File: config.mk
export PLATFORM = sky130hd
export DESIGN_NAME = norm_channel_sequencer
export DESIGN_NICKNAME = d
export VERILOG_FILES = /design/src/rtl/norm_channel_sequencer_pkg.sv /design/src/rtl/norm_result_fifo.sv /design/src/rtl/norm_channel_sequencer.sv
export SDC_FILE = /design/constraint.sdc
export NUM_CORES = 2
export LEC_CHECK = 0
export ABC_CLOCK_PERIOD_IN_PS = 7250
export CAP_MARGIN = 25
export CORE_MARGIN = 2
export CORE_UTILIZATION = 69
export CTS_BUF_LIST = sky130_fd_sc_hd__clkbuf_8
export CTS_CLUSTER_SIZE = 40
export DETAILED_ROUTE_END_ITERATION = 16
export HOLD_SLACK_MARGIN = 0.1
export PLACE_DENSITY = 0.87
export SLEW_MARGIN = 20
export SYNTH_ARGS = -nofsm -noshare
export SYNTH_HDL_FRONTEND = slang
export SYNTH_SLANG_ARGS = --single-unit
File: constraint.sdc
create_clock -name clk -period 7.25 [get_ports clk]
set_clock_uncertainty 0.05 [all_clocks]
set_input_delay 0.725 -clock clk [delete_from_list [all_inputs] [get_ports clk]]
set_output_delay 0.725 -clock clk [all_outputs]
set_load 0.005 [all_outputs]
File: src/rtl/norm_channel_sequencer_pkg.sv
// Shared widths and sequencer state encoding for the normalization front-end.
package norm_channel_sequencer_pkg;
  localparam int BRAM_DATA_WIDTH           = 16;
  localparam int NORMALIZATION_CONST_WIDTH = 16;

  typedef enum logic [1:0] {
    IDLE  = 2'd0,
    RUN   = 2'd1,
    DRAIN = 2'd2,
    DONE  = 2'd3
  } seq_state_t;
endpackage

File: src/rtl/norm_result_fifo.sv
// Synchronous first-word-fall-through FIFO with occupancy count; pop_data valid whenever !empty.
// A push into a full FIFO is accepted only when a pop frees the slot in the same cycle.
module norm_result_fifo #(
  parameter int WIDTH = 16,
  parameter int DEPTH = 16
) (
  input  logic                     clk,
  input  logic                     reset,
  input  logic                     push,
  input  logic [WIDTH-1:0]         push_data,
  input  logic                     pop,
  output logic [WIDTH-1:0]         pop_data,
  output logic                     empty,
  output logic                     full,
  output logic [$clog2(DEPTH):0]   count
);
  localparam int AW = $clog2(DEPTH);
  localparam logic [AW:0] DEPTH_C = DEPTH[AW:0];

  logic [WIDTH-1:0] mem [DEPTH];
  logic [AW-1:0]    wr_ptr;
  logic [AW-1:0]    rd_ptr;
  logic             do_push;
  logic             do_pop;

  assign empty    = (count == '0);
  assign full     = (count == DEPTH_C);
  assign do_pop   = pop && !empty;
  assign do_push  = push && (!full || do_pop);
  assign pop_data = mem[rd_ptr];

  always_ff @(posedge clk) begin
    if (reset) begin
      wr_ptr <= '0;
      rd_ptr <= '0;
      count  <= '0;
    end else begin
      if (do_push) wr_ptr <= wr_ptr + 1'b1;
      if (do_pop)  rd_ptr <= rd_ptr + 1'b1;
      case ({do_push, do_pop})
        2'b10:   count <= count + 1'b1;
        2'b01:   count <= count - 1'b1;
        default: count <= count;
      endcase
    end
  end

  always_ff @(posedge clk) begin
    if (do_push) mem[wr_ptr] <= push_data;
  end
endmodule

File: src/rtl/norm_channel_sequencer.sv
// Streams a channel-major layer into the FP pipeline with per-channel constants (1-cycle issue latency).
// Issue is credit-limited so in-flight plus buffered results never exceed the result FIFO depth.
module norm_channel_sequencer
  import norm_channel_sequencer_pkg::*;
#(
  parameter int NUM_CHANNELS   = 64,
  parameter int CH_ADDR_WIDTH  = 6,
  parameter int PIX_CNT_WIDTH  = 16,
  parameter int OUT_FIFO_DEPTH = 16
) (
  input  logic                                 clk,
  input  logic                                 reset,
  input  logic                                 cfg_wr_en,
  input  logic [CH_ADDR_WIDTH-1:0]             cfg_wr_addr,
  input  logic [NORMALIZATION_CONST_WIDTH-1:0] cfg_wr_const_1,
  input  logic [NORMALIZATION_CONST_WIDTH-1:0] cfg_wr_const_2,
  input  logic                                 start,
  input  logic [CH_ADDR_WIDTH:0]               cfg_num_channels,
  input  logic [PIX_CNT_WIDTH-1:0]             cfg_pix_per_channel,
  input  logic                                 cfg_activation_en,
  input  logic [BRAM_DATA_WIDTH-1:0]           pix_in_data,
  input  logic                                 pix_in_valid,
  output logic                                 pix_in_ready,
  output logic [BRAM_DATA_WIDTH-1:0]           norm_pixel_data,
  output logic                                 norm_pixel_valid,
  output logic [NORMALIZATION_CONST_WIDTH-1:0] norm_const_1,
  output logic [NORMALIZATION_CONST_WIDTH-1:0] norm_const_2,
  output logic                                 norm_activation_en,
  input  logic [BRAM_DATA_WIDTH-1:0]           norm_result_data,
  input  logic                                 norm_result_valid,
  output logic [BRAM_DATA_WIDTH-1:0]           out_data,
  output logic                                 out_valid,
  input  logic                                 out_ready,
  output logic                                 busy,
  output logic                                 done,
  output logic                                 err_overflow
);
  localparam int CW = $clog2(OUT_FIFO_DEPTH) + 1;
  localparam logic [CW:0] CREDITS = OUT_FIFO_DEPTH[CW:0];

  seq_state_t state, state_nxt;

  logic [NORMALIZATION_CONST_WIDTH-1:0] c1_tab [NUM_CHANNELS];
  logic [NORMALIZATION_CONST_WIDTH-1:0] c2_tab [NUM_CHANNELS];

  logic [CH_ADDR_WIDTH:0]   nch_r;
  logic [CH_ADDR_WIDTH:0]   ch_cnt;
  logic [PIX_CNT_WIDTH-1:0] ppc_r;
  logic [PIX_CNT_WIDTH-1:0] pix_cnt;
  logic                     act_r;
  logic [CW-1:0]            inflight;
  logic [CW-1:0]            fifo_count;
  logic [CW:0]              credit_used;
  logic                     fifo_empty;
  logic                     fifo_full;
  logic                     issue;
  logic                     receive;
  logic                     pop;
  logic                     pix_wrap;
  logic                     last_pix;

  assign credit_used  = {1'b0, inflight} + {1'b0, fifo_count};
  assign pix_in_ready = (state == RUN) && (credit_used < CREDITS);
  assign issue        = pix_in_valid && pix_in_ready;
  assign pix_wrap     = (pix_cnt == ppc_r - 1'b1);
  assign last_pix     = pix_wrap && (ch_cnt == nch_r - 1'b1);
  // Results with nothing outstanding are leftovers from before a reset.
  assign receive      = norm_result_valid && (inflight != '0);
  assign out_valid    = !fifo_empty;
  assign pop          = out_valid && out_ready;
  assign busy         = (state != IDLE);
  assign done         = (state == DONE);

  always_comb begin
    state_nxt = state;
    case (state)
      IDLE:  if (start) state_nxt = ((cfg_num_channels == '0) || (cfg_pix_per_channel == '0)) ? DONE : RUN;
      RUN:   if (issue && last_pix) state_nxt = DRAIN;
      DRAIN: if ((inflight == '0) && fifo_empty) state_nxt = DONE;
      DONE:  state_nxt = IDLE;
      default: state_nxt = IDLE;
    endcase
  end

  always_ff @(posedge clk) begin
    if (reset) begin
      state              <= IDLE;
      nch_r              <= '0;
      ppc_r              <= '0;
      act_r              <= 1'b0;
      ch_cnt             <= '0;
      pix_cnt            <= '0;
      inflight           <= '0;
      norm_pixel_valid   <= 1'b0;
      norm_pixel_data    <= '0;
      norm_const_1       <= '0;
      norm_const_2       <= '0;
      norm_activation_en <= 1'b0;
      err_overflow       <= 1'b0;
    end else begin
      state <= state_nxt;
      if ((state == IDLE) && start) begin
        nch_r   <= cfg_num_channels;
        ppc_r   <= cfg_pix_per_channel;
        act_r   <= cfg_activation_en;
        ch_cnt  <= '0;
        pix_cnt <= '0;
      end
      if (issue) begin
        if (pix_wrap) begin
          pix_cnt <= '0;
          ch_cnt  <= ch_cnt + 1'b1;
        end else begin
          pix_cnt <= pix_cnt + 1'b1;
        end
      end
      case ({issue, receive})
        2'b10:   inflight <= inflight + 1'b1;
        2'b01:   inflight <= inflight - 1'b1;
        default: inflight <= inflight;
      endcase
      norm_pixel_valid   <= issue;
      norm_activation_en <= act_r;
      if (issue) begin
        norm_pixel_data <= pix_in_data;
        norm_const_1    <= c1_tab[ch_cnt[CH_ADDR_WIDTH-1:0]];
        norm_const_2    <= c2_tab[ch_cnt[CH_ADDR_WIDTH-1:0]];
      end
      if (receive && fifo_full && !pop) err_overflow <= 1'b1;
    end
  end

  always_ff @(posedge clk) begin
    if (cfg_wr_en && (state == IDLE)) begin
      c1_tab[cfg_wr_addr] <= cfg_wr_const_1;
      c2_tab[cfg_wr_addr] <= cfg_wr_const_2;
    end
  end

  norm_result_fifo #(
    .WIDTH (BRAM_DATA_WIDTH),
    .DEPTH (OUT_FIFO_DEPTH)
  ) u_fifo (
    .clk       (clk),
    .reset     (reset),
    .push      (receive),
    .push_data (norm_result_data),
    .pop       (pop),
    .pop_data  (out_data),
    .empty     (fifo_empty),
    .full      (fifo_full),
    .count     (fifo_count)
  );
endmodule

Word-level counts from Yosys, hierarchy flattened:

Memory sizes are Yosys's and may differ from the RTL's. A register that Yosys moved wholly into a read port is not among the register bits.
Cells that the tools add are included.

* $add $sub $neg: 11
* $lt $le $gt $ge: 1
* equal/unequal tests: 13
* muxes and demuxes: 19
* reduce and logical (&&, ||, !) cells: 29

Operators with widths (number)
* two-way mux 16 bit: 3
* two-way mux 7 bit: 3
* case mux 5 bit (2 select lines): 2
* adder 16 x 1 -> 16 bit (second input constant): 1
* equality test 16 bit: 1
* logical NOT 16 bit: 1
* subtractor 16 x 1 -> 16 bit (second input constant): 1
* logical AND 1 bit: 13
* adder 5 x 1 -> 5 bit (second input constant): 2
* logical NOT 5 bit: 2
* subtractor 5 x 1 -> 5 bit (second input constant): 2
* adder 4 x 1 -> 4 bit (second input constant): 2
* equality test 2 bit (second input constant): 4
* two-way mux 2 bit: 4
* two-way mux 4 bit: 2
* case mux 2 bit (4 select lines): 1
* nonzero test 2 bit: 4
* adder 7 x 1 -> 7 bit (second input constant): 1
* equality test 7 bit: 1
* logical NOT 7 bit: 1
* subtractor 7 x 1 -> 7 bit (second input constant): 1
* adder 5 x 5 -> 6 bit: 1
* equality test 2 x 1 -> 1 bit (second input constant): 3
* < comparator 6 x 5 -> 1 bit (second input constant): 1
* other kinds (9): 16

* register bits after elaboration: 86
* memory bits (writable): 2304
* input bits: 101
* memories: 3

Memory list
* c1_tab: depth 64, width 16, read ports 1, clocked after memory_dff 1, wr ports 1, RTL line norm_channel_sequencer.sv:43 `logic [NORMALIZATION_CONST_WIDTH-1:0] c1_tab [NUM_CHANNELS];`
* c2_tab: depth 64, width 16, read ports 1, clocked after memory_dff 1, wr ports 1, RTL line norm_channel_sequencer.sv:44 `logic [NORMALIZATION_CONST_WIDTH-1:0] c2_tab [NUM_CHANNELS];`
* u_fifo.mem: depth 16, width 16, read ports 1, clocked after memory_dff 1, wr ports 1, RTL line norm_result_fifo.sv:20 `logic [WIDTH-1:0] mem [DEPTH];`

Longest topological paths before layout:

* depth in word-level cells: 8
* gate-level depth with buffers: 17
* mapped depth without buffers: 15

By module:

A second synthesis with hierarchy kept.

* cells, all modules: 4143
* area, all modules: 93541.0 um2

Modules (own cells, without submodules)
* norm_channel_sequencer: instances 1, cells an instance 3628, area an instance 82955.8 um2, sequential area each 63601.0 um2
* norm_result_fifo: instances 1, cells an instance 515, area an instance 10585.2 um2, sequential area each 8027.7 um2

Worst setup path after synthesis:

Ideal clock, no wire load.

* path type: input port to flip-flop
* from: input port cfg_wr_addr[5]
* to: memory c1_tab[36][0], enable pin
* arrival time: 2.923 ns
* required time: 6.779 ns
* path slack: 3.856 ns
* cell stages on the path: 4
* path through: clkbuf_1 > or3b_2 > clkbuf_1 > nor2_1

RTL lines
* from (decl): RTL line norm_channel_sequencer.sv:14 `input logic [CH_ADDR_WIDTH-1:0] cfg_wr_addr,`
* to (decl): RTL line norm_channel_sequencer.sv:43

Straight into the memory's write port.

==> impl_metrics.ini <==
[synth]
ys_seq_elements = 2426
ys_seq_area_share_pct = 76.9
syn-num-nets = 4234
synth_edf_count = 2304
synthAdderAreaFrac_pct = 0.379
yosysMostFrequentCell = edfxtp_1
synthesis.area_um2 = 93200
synth_warnings = 0
synthTopCellsByCount = edfxtp_1, mux4_2, clkbuf_1, dfxtp_1, nor2_1
async_flop_share_pct = 0
synth-compound-area-share_pct = 1.69
synth.area.top_cells = edfxtp_1, mux4_2, dfxtp_1, clkbuf_1, nor2_1
synth_top_area_cell = edfxtp_1
synth_xor_area_share_pct = 0.395
synth_top_family_by_area = multiplexers
synth_mux_area_share_pct = 17.5
synth_cells = 4106
synth-main-ff-cell = edfxtp_1
yosysTopAreaCellShare_pct = 74.2
yosys.area_share.simple_pct = 2.09
syn_area_per_cell_um2 = 22.7
synthDistinctLibCells = 64

[clock_network]
root_buffer = clkbuf_8
clk_pin_slew_ns = 0.07
cts_buffers = 372
htreeDepth = 5
cts.sinks = 2426
post-cts-setup-buffers = 0
cts_tree = done
worstSkewPairLatency_ns = 1.07
cts.path.max_buffers = 4

[detailed_routing]
avgViaCountPerCell = 7.50
wl_um = 262000
remaining_drc_errors = 0
drt_iter0_markers = 9247
vias = 49464
dr.pass1.iters = 6
final_antenna_net_count = 0
wl_per_cell_um = 39.7

[die]
rows = 134
die-area_um2 = 138000
core_um2 = 134000
die_w_um = 372
initial_utilization_pct = 69.7
top_level_ports = 172
die_h_um = 372

[timing]
fin_tns_setup_ns = 0
period_share_pct = 70.3
relSlewSlack_pct = 18.9
worst_pin_slew_ns = 1.22
holdWs_ns = 0.147
period_minus_slack_ns = 5.09
finalHoldViolations = 0
postLayoutSetupSlackWorst_ns = 2.16
grt_setup_unrepaired = false
fmax_mhz = 196
setup_viol_count_final = 0
drv_slew = 0

[global_routing]
grt_use_total_pct = 38.7
grt_max_degree = 164
grt_overflow = 0
grt_pass1_vias = 50533
antenna_found_initial = 22
grt_pass1_wl_um = 367000

[setup_path]
r2r_end = norm_const_2[15]
cpPeakStageDelay_ns = 0.76
slowest_stage = dfxtp_4
crit_fanout = 35
path_cells = buf_4 > mux4_2 > mux4_2 > clkdlybuf4s50_1
r2r_setup_slack_ns = 2.59
worstPathRequired_ns = 6.47
r2r_cells = 7
path_class = reg2out
crit_top_cell = mux4_2
timing.rr.start = ch_cnt[0]
cp-end-kind = output pin
arrival_ns = 4.32
cp-start-kind = register

[place]
dp.cells = 5926
dp_hpwl_um = 140000
gp_congestion = 0.842
portBuffers = 171
dp_slack_ns = 2.52

[power]
sw_frac_of_total_pct = 23.9
peakVddDrop_uv = 244
comb_power_share_pct = 7.4
p_per_area_nw_per_um2 = 274
p_int_mw = 21.8
power_switching_mw = 6.86
clkPwrFrac_pct = 37.5
p_leak_nw = 32.3
seqPwrFrac_pct = 55.1

[status]
outcome = finished, final reports clean

[final_layout]
flow.area_growth_from_synthesis_pct = 12.3
drive_gt1_share_pct = 29.8
filler_cell_count = 5700
final-instance-count-excl-fill = 6591
layout.nets = 4671

[worst_hold_path]
holdPathEnd = c1_tab[32][5]
hp-start = cfg_wr_const_1[5]
whs_path_depth = 1
hold_class = in2reg

[flow_run]
drv_cap = 0
[cell type report]
type | instances | area (um^2) | share of cell area [%]
Sequential cell | 2426 | 71600 | 68.5
Multi-Input combinational cell | 1422 | 21100 | 20.1
Clock buffer | 384 | 5290 | 5.05
Timing Repair Buffer | 291 | 2800 | 2.68
Tap cell | 1768 | 2210 | 2.11
Clock inverter | 261 | 1450 | 1.39
Inverter | 30 | 120 | 0.115
Antenna cell | 9 | 22.5 | 0.0215
[cell families (layout without fill, tap and decap cells)]
kind of cell	Yosys count	count (layout)
mux	727	727
simple gates	399	399
buf+inv	258	966
flops	2426	2426
compound gates	227	227
xor+xnor	42	42
fa+ha+maj	27	27
other cells	0	9
[metrics by stage]
stage	area (um^2)	util, %	total power [mW]
2_1_floorplan	93200	-	17.1
3_3_place_gp	97500	72.9	17.9
3_5_place_dp	97600	73.0	18.0
4_1_cts	104000	78.0	28.5
5_1_grt	105000	78.2	29.3
6_report	105000	78.2	28.7
[power by group through the flow]
| stage | clock network, mW | registers, mW | logic [mW] |
|---|---|---|---|
| after CTS | 10.7 | 15.8 | 2.04 |
| after floorplan | 0 | 15.9 | 1.15 |
| after global routing | 11.2 | 15.8 | 2.22 |
| after global placement | 0 | 16.0 | 1.82 |
| final | 10.7 | 15.8 | 2.13 |
| after detailed placement | 0 | 16.1 | 1.98 |
[worst max-delay path by stage]
stage              startpoint               to  slack [ns]
2_1_floorplan  cfg_wr_addr[5]    c1_tab[36][0]        3.86
3_3_place_gp        ch_cnt[1]  norm_const_1[3]        2.58
4_1_cts              register      out_data[1]        2.16
3_5_place_dp        cfg_wr_en   c1_tab[28][11]        2.52
5_1_grt              register      out_data[1]        1.97
6_report             register      out_data[1]        2.16
[flip-flops by register name, summed over array words and instances, names as in the netlist, 2 cells and up, named ones only]
| register | cells |
|---|---|
| ppc_r | 16 |
| c1_tab | 1024 |
| nch_r | 7 |
| u_fifo.rd_ptr | 4 |
| norm_pixel_data | 16 |
| inflight | 5 |
| u_fifo.mem | 256 |
| u_fifo.wr_ptr | 4 |
| u_fifo.count | 5 |
| norm_const_2 | 16 |
| ch_cnt | 7 |
| pix_cnt | 16 |
| c2_tab | 1024 |
| state | 2 |
| norm_const_1 | 16 |
[metal layers]
layer | vias to the layer above | track usage, % | wire length [um]
met5 | - | 0 | 173
met4 | 24 | 23.8 | 18600
met3 | 1169 | 11.1 | 36500
met2 | 5066 | 61.1 | 128000
met1 | 24821 | 48.2 | 78300
li1 | 18384 | - | -
[layout by cell type, fill, tap and decap left out, types with 12 or more instances in the layout]
master	count
a21oi_1	58
a221oi_1	32
a22o_1	37
buf_12	12
buf_4	124
bufinv_16	13
clkbuf_8	384
clkdlybuf4s50_1	138
clkinv_1	79
clkinv_2	55
dfxtp_1	117
edfxtp_1	2304
ha_1	25
inv_1	128
mux4_2	720
nand2_1	109
nand3_1	64
nor2_1	46
nor2_4	65
nor3_1	13
nor4_1	13
o21ai_0	40
xnor2_1	26
xor2_1	16
[worst max-delay path, delay by kind of cell (launching register included)]
family | cells | cell delay (ns)
muxes | 2 | 1.26
DFF | 1 | 0.76
buffers and inverters | 2 | 1.20
[what timing repair did]
| action | CTS | global route |
|---|---|---|
| hold buffers | 2 | 1 |
| hold endpoints to repair | 58 | 16 |
| gates resized for setup | 0 | 0 |
(Power assumes the default switching activity.)
